==> config.mk <==
export PLATFORM = sky130hd
export DESIGN_NAME = obi_mem_arbiter
export DESIGN_NICKNAME = d
export VERILOG_FILES = /design/src/rtl/core_pkg.sv /design/src/rtl/obi_arb_pkg.sv /design/src/rtl/obi_tag_fifo.sv /design/src/rtl/obi_mem_arbiter.sv
export SDC_FILE = /design/constraint.sdc
export NUM_CORES = 1
export LEC_CHECK = 0
export CAP_MARGIN = 10
export CELL_PAD_IN_SITES_DETAIL_PLACEMENT = 0
export CELL_PAD_IN_SITES_GLOBAL_PLACEMENT = 2
export CORE_UTILIZATION = 10
export DETAILED_ROUTE_END_ITERATION = 8
export GPL_ROUTABILITY_DRIVEN = 0
export PLACE_DENSITY = 0.95
export SLEW_MARGIN = 25
export SYNTH_ARGS = -nofsm -noshare
export SYNTH_HDL_FRONTEND = slang
export SYNTH_SLANG_ARGS = --single-unit
==> constraint.sdc <==
create_clock -name clk_i -period 2.5 [get_ports clk_i]
set_clock_uncertainty 0.1 [all_clocks]
set_input_delay 0.625 -clock clk_i [delete_from_list [all_inputs] [get_ports clk_i]]
set_output_delay 0.625 -clock clk_i [all_outputs]
set_load 0.02 [all_outputs]
==> src/rtl/core_pkg.sv <==
// Core-wide bus widths shared by the fetch and load/store paths.
package core_pkg;
    localparam int unsigned ADDR_WIDTH  = 32;
    localparam int unsigned INSTR_WIDTH = 32;
    localparam int unsigned DATA_WIDTH  = 64;
endpackage

==> src/rtl/obi_arb_pkg.sv <==
// Types shared by the OBI memory arbiter and its outstanding-tag FIFO.
package obi_arb_pkg;
    typedef enum logic {SRC_IMEM, SRC_DMEM} obi_src_e;

    typedef struct packed {
        obi_src_e src;
        logic     word_sel;
    } obi_tag_t;
endpackage

==> src/rtl/obi_tag_fifo.sv <==
// In-order FIFO of response tags; one entry per accepted address phase.
module obi_tag_fifo
    import obi_arb_pkg::*;
#(
    parameter int unsigned Depth = 2
) (
    input  logic     clk_i,
    input  logic     rstn_i,
    input  logic     push_i,
    input  logic     pop_i,
    input  obi_tag_t tag_i,
    output logic     full_o,
    output logic     empty_o,
    output obi_tag_t head_o
);
    localparam int unsigned CntW = $clog2(Depth + 1);
    localparam int unsigned PtrW = (Depth > 1) ? $clog2(Depth) : 1;

    logic [CntW-1:0] count_q, count_d;
    logic [PtrW-1:0] wptr_q, wptr_d, rptr_q, rptr_d;
    obi_tag_t        mem_q [Depth];
    logic            do_push, do_pop;

    function automatic logic [PtrW-1:0] ptr_inc(input logic [PtrW-1:0] ptr);
        return (ptr == PtrW'(Depth - 1)) ? '0 : ptr + 1'b1;
    endfunction

    assign full_o  = (count_q == CntW'(Depth));
    assign empty_o = (count_q == '0);
    assign head_o  = mem_q[rptr_q];
    assign do_push = push_i & ~full_o;
    assign do_pop  = pop_i & ~empty_o;

    always_comb begin
        wptr_d  = do_push ? ptr_inc(wptr_q) : wptr_q;
        rptr_d  = do_pop  ? ptr_inc(rptr_q) : rptr_q;
        count_d = count_q;
        if (do_push && !do_pop) begin
            count_d = count_q + 1'b1;
        end else if (do_pop && !do_push) begin
            count_d = count_q - 1'b1;
        end
    end

    always_ff @(posedge clk_i or negedge rstn_i) begin
        if (!rstn_i) begin
            count_q <= '0;
            wptr_q  <= '0;
            rptr_q  <= '0;
            for (int i = 0; i < Depth; i++) begin
                mem_q[i] <= '0;
            end
        end else begin
            count_q <= count_d;
            wptr_q  <= wptr_d;
            rptr_q  <= rptr_d;
            if (do_push) begin
                mem_q[wptr_q] <= tag_i;
            end
        end
    end
endmodule

==> src/rtl/obi_mem_arbiter.sv <==
// Shares one OBI memory port between instruction fetch and data access,
// with a round-robin address-phase arbiter and in-order response routing.
module obi_mem_arbiter
    import core_pkg::*;
    import obi_arb_pkg::*;
#(
    parameter int unsigned MaxOutstanding = 2,
    parameter bit          DmemFirst      = 1'b1
) (
    input  logic                    clk_i,
    input  logic                    rstn_i,
    input  logic                    imem_req_i,
    output logic                    imem_gnt_o,
    input  logic [ADDR_WIDTH-1:0]   imem_addr_i,
    output logic                    imem_rvalid_o,
    output logic [INSTR_WIDTH-1:0]  imem_rdata_o,
    output logic                    imem_err_o,
    input  logic                    dmem_req_i,
    output logic                    dmem_gnt_o,
    input  logic [ADDR_WIDTH-1:0]   dmem_addr_i,
    input  logic                    dmem_we_i,
    input  logic [DATA_WIDTH-1:0]   dmem_wdata_i,
    input  logic [DATA_WIDTH/8-1:0] dmem_be_i,
    output logic                    dmem_rvalid_o,
    output logic [DATA_WIDTH-1:0]   dmem_rdata_o,
    output logic                    dmem_err_o,
    output logic                    mem_req_o,
    input  logic                    mem_gnt_i,
    output logic [ADDR_WIDTH-1:0]   mem_addr_o,
    output logic                    mem_we_o,
    output logic [DATA_WIDTH-1:0]   mem_wdata_o,
    output logic [DATA_WIDTH/8-1:0] mem_be_o,
    input  logic                    mem_rvalid_i,
    input  logic [DATA_WIDTH-1:0]   mem_rdata_i,
    input  logic                    mem_err_i
);
    localparam obi_src_e ResetPrio = DmemFirst ? SRC_DMEM : SRC_IMEM;

    logic     lock_q, lock_d;
    obi_src_e owner_q, owner_d, prio_q, prio_d, winner;
    logic     full, empty, accept, pop, resp_imem, resp_dmem;
    obi_tag_t push_tag, head;
    logic [INSTR_WIDTH-1:0] imem_word;

    // A locked owner keeps the port until granted so the address phase never changes.
    always_comb begin
        if (lock_q) begin
            winner = owner_q;
        end else if (imem_req_i && !dmem_req_i) begin
            winner = SRC_IMEM;
        end else if (dmem_req_i && !imem_req_i) begin
            winner = SRC_DMEM;
        end else begin
            winner = prio_q;
        end
    end

    assign mem_req_o  = rstn_i & (imem_req_i | dmem_req_i) & ~full;
    assign accept     = mem_req_o & mem_gnt_i;
    assign imem_gnt_o = accept & (winner == SRC_IMEM);
    assign dmem_gnt_o = accept & (winner == SRC_DMEM);

    always_comb begin
        mem_addr_o  = '0;
        mem_we_o    = 1'b0;
        mem_wdata_o = '0;
        mem_be_o    = '0;
        if (mem_req_o) begin
            if (winner == SRC_IMEM) begin
                mem_addr_o = imem_addr_i;
                mem_be_o   = '1;
            end else begin
                mem_addr_o  = dmem_addr_i;
                mem_we_o    = dmem_we_i;
                mem_wdata_o = dmem_wdata_i;
                mem_be_o    = dmem_be_i;
            end
        end
    end

    always_comb begin
        lock_d  = lock_q;
        owner_d = owner_q;
        prio_d  = prio_q;
        if (accept) begin
            lock_d = 1'b0;
            prio_d = (winner == SRC_IMEM) ? SRC_DMEM : SRC_IMEM;
        end else if (mem_req_o) begin
            lock_d  = 1'b1;
            owner_d = winner;
        end
    end

    always_ff @(posedge clk_i or negedge rstn_i) begin
        if (!rstn_i) begin
            lock_q  <= 1'b0;
            owner_q <= SRC_IMEM;
            prio_q  <= ResetPrio;
        end else begin
            lock_q  <= lock_d;
            owner_q <= owner_d;
            prio_q  <= prio_d;
        end
    end

    assign push_tag.src      = winner;
    assign push_tag.word_sel = (winner == SRC_IMEM) ? imem_addr_i[2] : dmem_addr_i[2];

    obi_tag_fifo #(.Depth(MaxOutstanding)) u_tag_fifo (
        .clk_i   (clk_i),
        .rstn_i  (rstn_i),
        .push_i  (accept),
        .pop_i   (pop),
        .tag_i   (push_tag),
        .full_o  (full),
        .empty_o (empty),
        .head_o  (head)
    );

    assign pop       = mem_rvalid_i & ~empty;
    assign resp_imem = pop & (head.src == SRC_IMEM);
    assign resp_dmem = pop & (head.src == SRC_DMEM);

    // Fetches are 32-bit; on a 64-bit bus the address bit 2 captured at accept picks the half.
    if (DATA_WIDTH == 64) begin : g_wide
        assign imem_word = head.word_sel ? mem_rdata_i[63:32] : mem_rdata_i[31:0];
    end else begin : g_narrow
        assign imem_word = mem_rdata_i[INSTR_WIDTH-1:0];
    end

    assign imem_rvalid_o = resp_imem;
    assign imem_err_o    = resp_imem & mem_err_i;
    assign imem_rdata_o  = resp_imem ? imem_word : '0;
    assign dmem_rvalid_o = resp_dmem;
    assign dmem_err_o    = resp_dmem & mem_err_i;
    assign dmem_rdata_o  = resp_dmem ? mem_rdata_i : '0;

`ifndef SYNTHESIS
    assert property (@(posedge clk_i) disable iff (!rstn_i) mem_rvalid_i |-> !empty);
`endif
endmodule

==> metrics.log <==
[metrics] run status: complete, but fails checks
[metrics] violations in the final reports: negative setup slack
[metrics] die width: 161 um
[metrics] register share of total power: 3.7%
[metrics] Max Slew Vio Count: 0
[metrics] leading cell type in the layout, fill and taps excluded: sky130_fd_sc_hd__buf_6
[metrics] layout overhead on the synthesized area: 314%
[metrics] starting utilization of the core area: 10.3%
[metrics] Yosys top cell area share: 32.2%
[metrics] total number of vias: 5320
[metrics] clk sinks: 11
[metrics] cells after synthesis: 440
[metrics] Yosys Warn Count: 0
[metrics] R2R depth: 11
[metrics] Min Hold Slack: 0.275 ns
[metrics] final core occ: 42.7%
[metrics] HP Class: in2async
[metrics] endpoint of the most critical register-to-register path: u_tag_fifo.mem_q[1]
[metrics] area used by multi-input combinational logic: 3330 um^2
[metrics] number of hold violations in the final report: 0
[metrics] kind of critical path: reg2out
[metrics] Period minus WS final: 2.81 ns
[metrics] number of register bits inferred by synthesis: 11
[metrics] worst path required time: 1.77 ns
[metrics] actual transition at the worst max-transition pin: 0.435 ns
[metrics] sequential element share of the synthesized area: 10.9%
[metrics] H-tree depth: 1
[metrics] antenna violations before repair: 0
[metrics] average wire per standard cell: 19.4 um
[metrics] count of distinct cell types in the synthesized netlist: 33
[metrics] row cnt: 57
[metrics] # setup viols final: 191
[metrics] placed insts: 1178
[metrics] overall die height: 161 um
[metrics] global-route wire length before repair: 33.3 mm
[metrics] final routed wirelength across all metal layers: 24.9 mm
[metrics] maximum VDD drop: 0.462 mV
[metrics] power density cells: 943 nW/um^2
[metrics] ratio of cells with drive above 1 in the final layout: 67.9%
[metrics] I/O pin cnt: 416
[metrics] relative contribution of combinational cells to total power: 93.3%
[metrics] kind of launch point of the worst setup path: flip-flop
[metrics] mean instance size in the synthesized netlist: 5.74 um^2
[metrics] largest fanout on the critical path: 4
[metrics] clock tree from TritonCTS: yes
[metrics] Nets: 1167
[metrics] leakage component of the power: 4.61 nW
[metrics] data arrival time of the worst path: 2.08 ns
[metrics] total congestion overflow after global routing: 0
[metrics] via count of the first global-routing pass: 5340
[metrics] starting DRC count in detailed routing: 234
[metrics] root buffer cell: sky130_fd_sc_hd__clkbuf_16
[metrics] clock latency on the worst-skew pair: 0.24 ns
[metrics] total cell area at the placement stage: 7420 um^2
[metrics] Tcrit/Tclk final: 112%
[metrics] ant diodes: 0
[metrics] post-detailed-route DRC marker count: 0
[metrics] net count after synthesis: 649
[metrics] setup slack of the most critical reg-to-reg path: 0.31 ns
[metrics] overall track demand over capacity in global routing: 16.8%
[metrics] placed wire-length estimate after detailed placement: 14.0 mm
[metrics] Fmax: 356 MHz
[metrics] area occupied by registers: 277 um^2
[metrics] final setup slack of the worst path: -0.309 ns
[metrics] port bufs: 415
[metrics] clock slew at the register clock pins of the worst setup and hold paths: 0.04 ns
[metrics] fill cell total of the finished layout: 2329
[metrics] main area contributors after synthesis: sky130_fd_sc_hd__and2_1 (32%), sky130_fd_sc_hd__a21oi_1 (15%), sky130_fd_sc_hd__nand2_1 (10%)
[metrics] CTS Buffer Depth: 2
[metrics] Finished Cell Area: 10500 um^2
[metrics] RSZ-0062 raised after global routing: yes
[metrics] area of the die: 25900 um^2
[metrics] ratio of routed vias to standard cells: 4.15
[metrics] number of buffers inserted during clock tree synthesis: 3
[metrics] Reg-to-Reg Start: prio_q
[metrics] Total Neg Setup Slack: -29.42 ns
[metrics] Post-CTS Hold Fix Bufs: 0
[metrics] # Max-Cap Violations: 0
[metrics] most frequent cells in the layout: sky130_fd_sc_hd__buf_6 (217), sky130_fd_sc_hd__clkdlybuf4s50_1 (203), sky130_fd_sc_hd__and2_4 (126)
[metrics] portion of total power attributed to the clock network: 3.0%
[metrics] placement-stage worst setup slack: -1.12 ns
[metrics] Final Power: 9.88 mW
[metrics] core region area: 24500 um^2
[metrics] number of nets still failing antenna checks after routing: 0
[metrics] net switching component of the power: 4.55 mW
[metrics] count of placed standard cells in the final layout, fillers left out: 1281
[metrics] maximum number of pins on one net before global-route repair: 33
[metrics] Initial DRT Pass Iterations: 4
[metrics] Internal: 5.32 mW
[metrics] endpoint type of the worst setup path: output pin
[metrics] net switching fraction of the power: 46.1%
[metrics] Slew Limit Headroom: 70.7%
[metrics] post-synthesis instance area: 2530 um^2
[metrics] cell type with the highest aggregate area in the netlist: sky130_fd_sc_hd__and2_1
==> per-layer routing <==
layer / wire length [um] / vias up / global-route usage [%] / share of wire, %
li1: - / 2506 / - / -
met1: 9770 / 2533 / 20.1 / 39
met2: 13100 / 258 / 31.5 / 53
met3: 1640 / 23 / 2.44 / 6.6
met4: 342 / 0 / 3.64 / 1.4
met5: 0 / - / 0 / 0
==> flip-flops by register name, indices dropped and copies added, names as in the netlist <==
signal / flops
u_tag_fifo.rptr_q: 1
u_tag_fifo.mem_q: 4
u_tag_fifo.count_q: 2
lock_q: 1
owner_q: 1
prio_q: 1
u_tag_fifo.wptr_q: 1
==> logic make-up (layout without fill, tap and decap cells) <==
kind of cell	after synthesis	in the layout	share of synthesized area (%)
adders and majority gates	1	1	0.495
DFF	11	11	10.9
and+or+nand+nor	253	253	53.1
buffers and inverters	49	566	7.82
muxes	5	5	2.13
AOI/OAI and AO/OA	116	116	23.8
xor gates and xnor gates	5	5	1.73
==> final cells by class <==
| type | count | share of cell area, % |
|---|---|---|
| flip-flops and latches | 11 | 2.64 |
| clock buffers | 4 | 0.753 |
| inverters | 5 | 0.179 |
| repair buffers | 557 | 60.8 |
| well taps | 324 | 3.87 |
| multi-input cells | 380 | 31.8 |
==> worst max-delay path, stage by stage, from the launching register on <==
cell	delay (ns)
sky130_fd_sc_hd__dfstp_2	0.55
sky130_fd_sc_hd__nor2b_4	0.17
sky130_fd_sc_hd__buf_6	0.11
sky130_fd_sc_hd__o211ai_4	0.10
sky130_fd_sc_hd__a21oi_4	0.17
sky130_fd_sc_hd__buf_8	0.13
sky130_fd_sc_hd__buf_12	0.11
sky130_fd_sc_hd__buf_16	0.10
sky130_fd_sc_hd__buf_4	0.15
sky130_fd_sc_hd__and2_4	0.15
sky130_fd_sc_hd__buf_6	0.11
==> power by group through the flow <==
stage | Clock [mW] | Combinational, mW | Sequential [mW]
2_1_floorplan | 0 | 2.56 | 0.335
3_3_place_gp | 0 | 5.41 | 0.349
3_5_place_dp | 0 | 5.39 | 0.353
4_1_cts | 0.295 | 8.01 | 0.353
5_1_grt | 0.313 | 9.67 | 0.372
6_report | 0.300 | 9.22 | 0.361
==> synthesized netlist by cell type <==
library cell / instances
sky130_fd_sc_hd__mux2i_1: 2
sky130_fd_sc_hd__nand3_1: 32
sky130_fd_sc_hd__nor2_1: 15
sky130_fd_sc_hd__nand2b_1: 2
sky130_fd_sc_hd__nor2b_1: 2
sky130_fd_sc_hd__buf_4: 1
sky130_fd_sc_hd__buf_1: 1
sky130_fd_sc_hd__a21oi_2: 1
sky130_fd_sc_hd__nor4b_1: 1
sky130_fd_sc_hd__inv_1: 4
sky130_fd_sc_hd__ha_1: 1
sky130_fd_sc_hd__inv_2: 1
sky130_fd_sc_hd__mux2_1: 1
sky130_fd_sc_hd__xnor2_1: 3
sky130_fd_sc_hd__or2_1: 1
sky130_fd_sc_hd__and3_1: 1
sky130_fd_sc_hd__mux2_2: 2
sky130_fd_sc_hd__dfstp_2: 1
sky130_fd_sc_hd__or3b_2: 1
sky130_fd_sc_hd__nand2_1: 67
sky130_fd_sc_hd__clkbuf_1: 34
sky130_fd_sc_hd__dfrtp_1: 10
sky130_fd_sc_hd__buf_2: 7
sky130_fd_sc_hd__a21oi_1: 74
sky130_fd_sc_hd__o211a_1: 1
sky130_fd_sc_hd__clkbuf_2: 1
sky130_fd_sc_hd__o211ai_2: 1
sky130_fd_sc_hd__nor3_1: 1
sky130_fd_sc_hd__xor2_1: 2
sky130_fd_sc_hd__o21ai_1: 1
sky130_fd_sc_hd__a31oi_1: 4
sky130_fd_sc_hd__and2_1: 130
sky130_fd_sc_hd__o21ai_0: 34
==> worst max-delay path by stage <==
| stage | start | to | slack [ns] | depth (start not counted) |
|---|---|---|---|---|
| 2_1_floorplan | dmem_req_i | mem_wdata_o[0] | 0.06 | 7 |
| 5_1_grt | prio_q | mem_wdata_o[29] | -0.37 | 11 |
| 4_1_cts | prio_q | mem_wdata_o[47] | -0.47 | 12 |
| 3_5_place_dp | rstn_i | mem_wdata_o[20] | -1.12 | 7 |
| 3_3_place_gp | rstn_i | mem_wdata_o[20] | -1.15 | 7 |
| 6_report | prio_q | mem_wdata_o[61] | -0.31 | 10 |
==> what timing repair did <==
item	4_1_cts	5_1_grt
resized for setup	1368	339
pin swaps	81	152
gates cloned	25	5
hold endpoints to repair	0	0
endpoints found under the setup margin	212	202
setup buffers	71	27
Power figures use the tool's default switching activity.
